$ cat src/rtl/draw_line.sv
// Bresenham line rasteriser: walks one segment per go, holding each point on x/y for DWELL cycles.
// Latency: first point two edges after go is accepted; busy for 1+N*DWELL cycles, done in the first idle cycle after.
module draw_line #(
    parameter int OUT_WIDTH = 8,
    parameter int FRAME_MIN = 0,
    parameter int DWELL     = 4
) (
    input  logic                 clk,
    input  logic                 rst,
    input  logic                 go,
    input  logic [OUT_WIDTH-1:0] i_start_x,
    input  logic [OUT_WIDTH-1:0] i_start_y,
    input  logic [OUT_WIDTH-1:0] i_end_x,
    input  logic [OUT_WIDTH-1:0] i_end_y,
    output logic                 busy,
    output logic [OUT_WIDTH-1:0] x,
    output logic [OUT_WIDTH-1:0] y,
    output logic                 point_valid,
    output logic                 done
);

    localparam int EW  = OUT_WIDTH + 3;
    localparam int DCW = (DWELL > 1) ? $clog2(DWELL) : 1;
    localparam logic [DCW-1:0] DWELL_LAST = DCW'(DWELL - 1);
    localparam logic [OUT_WIDTH-1:0] FMIN = OUT_WIDTH'(FRAME_MIN);

    typedef enum logic [1:0] {S_IDLE, S_SETUP, S_DRAW} state_t;

    state_t                state_q, state_d;
    logic [OUT_WIDTH-1:0]  cx_q, cx_d, cy_q, cy_d;
    logic [OUT_WIDTH-1:0]  ex_q, ex_d, ey_q, ey_d;
    logic signed [EW-1:0]  dx_q, dx_d, dy_q, dy_d;
    logic signed [EW-1:0]  err_q, err_d;
    logic signed [EW-1:0]  e2;
    logic                  negx_q, negx_d, negy_q, negy_d;
    logic [DCW-1:0]        dwell_q, dwell_d;
    logic [OUT_WIDTH-1:0]  x_q, x_d, y_q, y_d;
    logic                  pv_q, pv_d, done_q, done_d, busy_q, busy_d;

    function automatic logic signed [EW-1:0] ext(input logic [OUT_WIDTH-1:0] v);
        return signed'({3'b000, v});
    endfunction

    always_ff @(posedge clk) begin
        if (rst) begin
            state_q <= S_IDLE;
            cx_q    <= '0;
            cy_q    <= '0;
            ex_q    <= '0;
            ey_q    <= '0;
            dx_q    <= '0;
            dy_q    <= '0;
            err_q   <= '0;
            negx_q  <= 1'b0;
            negy_q  <= 1'b0;
            dwell_q <= '0;
            x_q     <= FMIN;
            y_q     <= FMIN;
            pv_q    <= 1'b0;
            done_q  <= 1'b0;
            busy_q  <= 1'b0;
        end else begin
            state_q <= state_d;
            cx_q    <= cx_d;
            cy_q    <= cy_d;
            ex_q    <= ex_d;
            ey_q    <= ey_d;
            dx_q    <= dx_d;
            dy_q    <= dy_d;
            err_q   <= err_d;
            negx_q  <= negx_d;
            negy_q  <= negy_d;
            dwell_q <= dwell_d;
            x_q     <= x_d;
            y_q     <= y_d;
            pv_q    <= pv_d;
            done_q  <= done_d;
            busy_q  <= busy_d;
        end
    end

    always_comb begin
        state_d = state_q;
        cx_d    = cx_q;
        cy_d    = cy_q;
        ex_d    = ex_q;
        ey_d    = ey_q;
        dx_d    = dx_q;
        dy_d    = dy_q;
        err_d   = err_q;
        negx_d  = negx_q;
        negy_d  = negy_q;
        dwell_d = dwell_q;
        x_d     = x_q;
        y_d     = y_q;
        pv_d    = 1'b0;
        done_d  = 1'b0;
        busy_d  = busy_q;
        e2      = err_q <<< 1;

        case (state_q)
            S_IDLE: begin
                if (go) begin
                    cx_d    = i_start_x;
                    cy_d    = i_start_y;
                    ex_d    = i_end_x;
                    ey_d    = i_end_y;
                    busy_d  = 1'b1;
                    state_d = S_SETUP;
                end
            end
            S_SETUP: begin
                // cx/cy already hold the start point; present it as the first point.
                negx_d  = !(ex_q > cx_q);
                negy_d  = !(ey_q > cy_q);
                dx_d    = (ex_q > cx_q) ? ext(ex_q) - ext(cx_q) : ext(cx_q) - ext(ex_q);
                dy_d    = (ey_q > cy_q) ? ext(cy_q) - ext(ey_q) : ext(ey_q) - ext(cy_q);
                err_d   = dx_d + dy_d;
                x_d     = cx_q;
                y_d     = cy_q;
                pv_d    = 1'b1;
                dwell_d = DWELL_LAST;
                state_d = S_DRAW;
            end
            S_DRAW: begin
                if (dwell_q != '0) begin
                    dwell_d = dwell_q - DCW'(1);
                end else if (cx_q == ex_q && cy_q == ey_q) begin
                    done_d  = 1'b1;
                    busy_d  = 1'b0;
                    state_d = S_IDLE;
                end else begin
                    if (e2 >= dy_q) begin
                        err_d = err_d + dy_q;
                        cx_d  = negx_q ? cx_q - OUT_WIDTH'(1) : cx_q + OUT_WIDTH'(1);
                    end
                    if (e2 <= dx_q) begin
                        err_d = err_d + dx_q;
                        cy_d  = negy_q ? cy_q - OUT_WIDTH'(1) : cy_q + OUT_WIDTH'(1);
                    end
                    x_d     = cx_d;
                    y_d     = cy_d;
                    pv_d    = 1'b1;
                    dwell_d = DWELL_LAST;
                end
            end
            default: state_d = S_IDLE;
        endcase
    end

    assign busy        = busy_q;
    assign x           = x_q;
    assign y           = y_q;
    assign point_valid = pv_q;
    assign done        = done_q;

endmodule

$ cat config.mk
export PLATFORM = sky130hd
export DESIGN_NAME = draw_line
export DESIGN_NICKNAME = d
export VERILOG_FILES = /design/src/rtl/draw_line.sv
export SDC_FILE = /design/constraint.sdc
export NUM_CORES = 1
export LEC_CHECK = 0
export CAP_MARGIN = 40
export CORE_ASPECT_RATIO = 0.8
export CORE_MARGIN = 5
export CORE_UTILIZATION = 47
export CTS_CLUSTER_SIZE = 28
export DETAILED_ROUTE_END_ITERATION = 6
export GPL_TIMING_DRIVEN = 0
export MAX_ROUTING_LAYER = met4
export PLACE_DENSITY = 0.66
export SETUP_SLACK_MARGIN = 0.1
export SLEW_MARGIN = 5
export SYNTH_ARGS = -nofsm -noshare
export SYNTH_HDL_FRONTEND = slang
export SYNTH_SLANG_ARGS = --single-unit
$ cat constraint.sdc
create_clock -name clk -period 4.6 [get_ports clk]
set_clock_uncertainty 0.2 [all_clocks]
set_input_delay 0.46 -clock clk [delete_from_list [all_inputs] [get_ports clk]]
set_output_delay 0.46 -clock clk [all_outputs]
set_load 0.01 [all_outputs]
==> results of run 1 <==
-- power breakdown --
part           switching, mW  internal, mW  total [mW]
logic                   2.49          1.81        4.29
registers              0.154         0.861        1.02
clock network          0.349         0.590       0.939
total                   2.99          3.26        6.25
-- flip-flops by register name (all words and copies together), names as in the netlist, 2 cells and up --
register / flops
cy_q: 8
state_q: 2
ey_q: 8
ex_q: 8
y: 8
err_q: 10
dx_q: 9
dwell_q: 2
x: 8
dy_q: 9
cx_q: 8
-- tightest hold or removal path, delay by kind of cell, from the launching register on --
kind / cells / cell delay, ns
AO/OA/AOI/OAI: 1 / 0.05
flip-flops: 1 / 0.31
AND/OR/NAND/NOR: 1 / 0.05
-- logic make-up (layout without fill, tap and decap cells) --
logic type,after synthesis,after routing,share of synthesized area (%)
AOI/OAI and AO/OA,265,265,25.0
xor gates and xnor gates,47,47,5.56
adders and majority gates,104,104,18.5
buffers and inverters,132,207,7.03
DFF,85,85,23.0
muxes,26,26,3.75
and+or+nand+nor,279,279,17.2
-- final timing paths --
| path | startpoint | endpoint | slack [ns] | cells after the start |
|---|---|---|---|---|
| worst max register to register | cy_q[2]$_SDFFE_PP0P_ | err_q[8]$_SDFFE_PP0P_ | 0.25 | 19 |
| worst min-delay path | x[6]$_SDFFE_PP0P_ | x[6]$_SDFFE_PP0P_ | 0.26 | 2 |
| worst max-delay path | cy_q[2]$_SDFFE_PP0P_ | err_q[8]$_SDFFE_PP0P_ | 0.25 | 19 |
| worst min register to register | x[6]$_SDFFE_PP0P_ | x[6]$_SDFFE_PP0P_ | 0.26 | 2 |
-- metal layers --
layer	up-vias	global-route usage, %	share of wire (%)
met1	3355	38.7	48
met5	-	-	0
met4	0	8.00	2.2
met2	258	39.0	42
li1	3487	-	-
met3	34	6.28	7.1
-- synth_stat cells, types with 10 or more instances --
cell type  instances
ha_1              95
nor3_1            18
nor2_1            85
nand3_1           28
nor2b_1           13
a21oi_1           69
mux2i_1           17
clkbuf_1          25
dfxtp_1           85
o211ai_1          20
nand2_1           93
nand4_1           10
a211oi_1          28
xor2_1            10
o21ai_0           37
a21o_1            20
xnor2_1           37
buf_2             13
inv_1             84
-- per-stage QoR --
step / TNS [ns] / setup slack, ns / area (µm²) / utilization [%]
global route: 0 / 0.0421 / 8790 / 56.3
CTS: 0 / 0.109 / 8650 / 55.5
finish: 0 / 0.246 / 8790 / 56.3
global placement: -0.589 / -0.462 / 8190 / 52.5
detailed placement: -0.509 / -0.422 / 8190 / 52.5
floorplan: 0 / 0.434 / 7400 / -
-- cell type report --
cell class	instances	area share [%]
buffer	46	2.41
clock buffer	9	2.56
timing repair buffer	59	6.52
sequential	85	19.5
inverter	86	3.67
multi-input combinational	721	60.6
clock inverter	7	1.65
tap	215	3.06
-- timing repair --
item / in CTS / in global routing
setup endpoints to repair: 4 / 4
gates resized for setup: 17 / 31
setup buffers: 3 / 4
hold buffers: 0 / 0
pin swaps: 2 / 3
==> metrics.md, run 1 <==
| Metric | Value |
|---|---|
| Commonest non-fill, non-tap cell in the layout | ha_1 |
| Sequential area share after synthesis | 23.0% |
| Cell Rows | ~40 |
| Syn_nets | about 1100 |
| Cell area power density | a little over 700 nW/µm² |
| Fill cell count | 1521 |
| # DRC | 0 |
| FMAX | approximately 0.23 GHz |
| Layout area overhead | 18.8% |
| Crit-path slowest cell | dfxtp_1 |
| Worst hold-check path type | register to register |
| Core area | between 15000 and 20000 µm² |
| Fin cells | roughly 1200 |
| First-pass GRT wire length | roughly 38 mm |
| Setup Viol. Count Final | 0 |
| Max VDD drop | about 0.30 mV |
| Share of post-route cells with drive strength above 1 | between 10% and 20% |
| Leakage | 3.65 nW |
| All-Layer GR Usage | between 20% and 30% |
| Top cells by area, synth | dfxtp_1, ha_1, nand2_1, a21oi_1, xnor2_1 |
| # IOs | 54 |
| Worst setup path class | register to register |
| DP Cell Count | approximately 1200 |
| Multi-input logic area | between 5000 and 6000 µm² |
| Worst-path clk slew | roughly 0.070 ns |
| Htree depth | 3 |
| Final HPWL DP | about 18 mm |
| DIE AREA | 18400 µm² |
| TritonCTS Buffers | 9 |
| Crit path arrival time | ~4.4 ns |
| Max FO, Critical Path | 7 |
| Mapped Cells | roughly 940 |
| Max cap viols | 0 |
| Final hold slack | ~0.26 ns |
| Outcome | finished, final reports clean |
| Placer Congestion | between 0.9 and 1 |
| GRT Residual Overflow | 0 |
| Port bufs | 52 |
| Final Max Slew Viols | 0 |
| Initial Util | 47.4% |
| Reg area | roughly 1700 µm² |
| Initial antenna violation count | 0 |
| Root Driver | clkbuf_16 |
| Synthesis Warnings | 0 |
| Max_slew headroom | approximately 43% |
| Nets | 1147 |
| Flops & latches, synth | between 80 and 90 |
| Setup crit start kind | register |
| Total Wirelength | approximately 24 mm |
| Worst slew pin tran | 0.862 ns |
| Worst path top cell family by delay | compound AO/OA/AOI/OAI gates |
| EDFF count, synth | 0 |
| Routed len/inst | about 19 µm |
| Clk_lat worst skew | 0.36 ns |
| Antenna diodes | 0 |
| Crit path time final | roughly 4.4 ns |
| DR vias | 7134 |
| Post-synth top area cell | dfxtp_1 |
| Asr flop ratio synth | 0% |
| Most frequent cells in the layout | ha_1, nand2_1, nor2_1 |
| Vias in the first global route | approximately 6800 |
| Top FF cell, synth | dfxtp_1 |
| Post-Syn Area | approximately 7400 µm² |
| Unique masters post-synth | between 70 and 80 |
| Largest stage delay on the critical path | around 0.41 ns |
| DIE WIDTH | 150 µm |
| Iteration-0 DRC Markers | 444 |
| Tot Pwr | 6.25 mW |
| CTS sink cnt | between 80 and 90 |
| Routed Antenna Nets | 0 |
| Cells along the critical path | inv_1, ha_1, clkbuf_2, o21a_1, o31a_1, o221a_4, o21a_2, mux2i_2, o211ai_2, nor2b_1, xnor2_1, ha_1, nand2_1, o211ai_1, a21o_1, a21oi_1, xnor2_1, o22ai_1, a211oi_2 |
| CTS tree | built |
| TritonRoute pass-1 iters | 5 |
| CP required | between 4 and 5 ns |
| RSZ-0062 raised after global routing | true |
| Largest net degree at the start of global routing | 16 |
| Fin crit share | approximately 95% |
| Mean post-synth cell area | 7.89 µm² |
| Top-area cell type share of the netlist area | a little under a quarter |
| Crit path capture type | register |
| Maximum buffer depth of the clock tree | 2 |
| Worst path bufs/invs | 2 |
| Die Ht | between 100 and 150 µm |
| Final hold viol count | 0 |
| Vias per cell | 5.81 |
Note: power is estimated with default switching activity, not from simulation.
==> run 2: changes to the inputs <==
CTS_CLUSTER_DIAMETER = 50   (was not set)
SKIP_LAST_GASP = 1   (was not set)
SLEW_MARGIN = 10   (was 5)
==> results of run 2 <==
Same layout as run 1: the final DEF is identical, and so are final timing and power.
==> run 3: changes to the inputs <==
SLEW_MARGIN = 20   (was 10)
==> results of run 3 <==
Same layout as run 1: the final DEF is identical, and so are final timing and power.
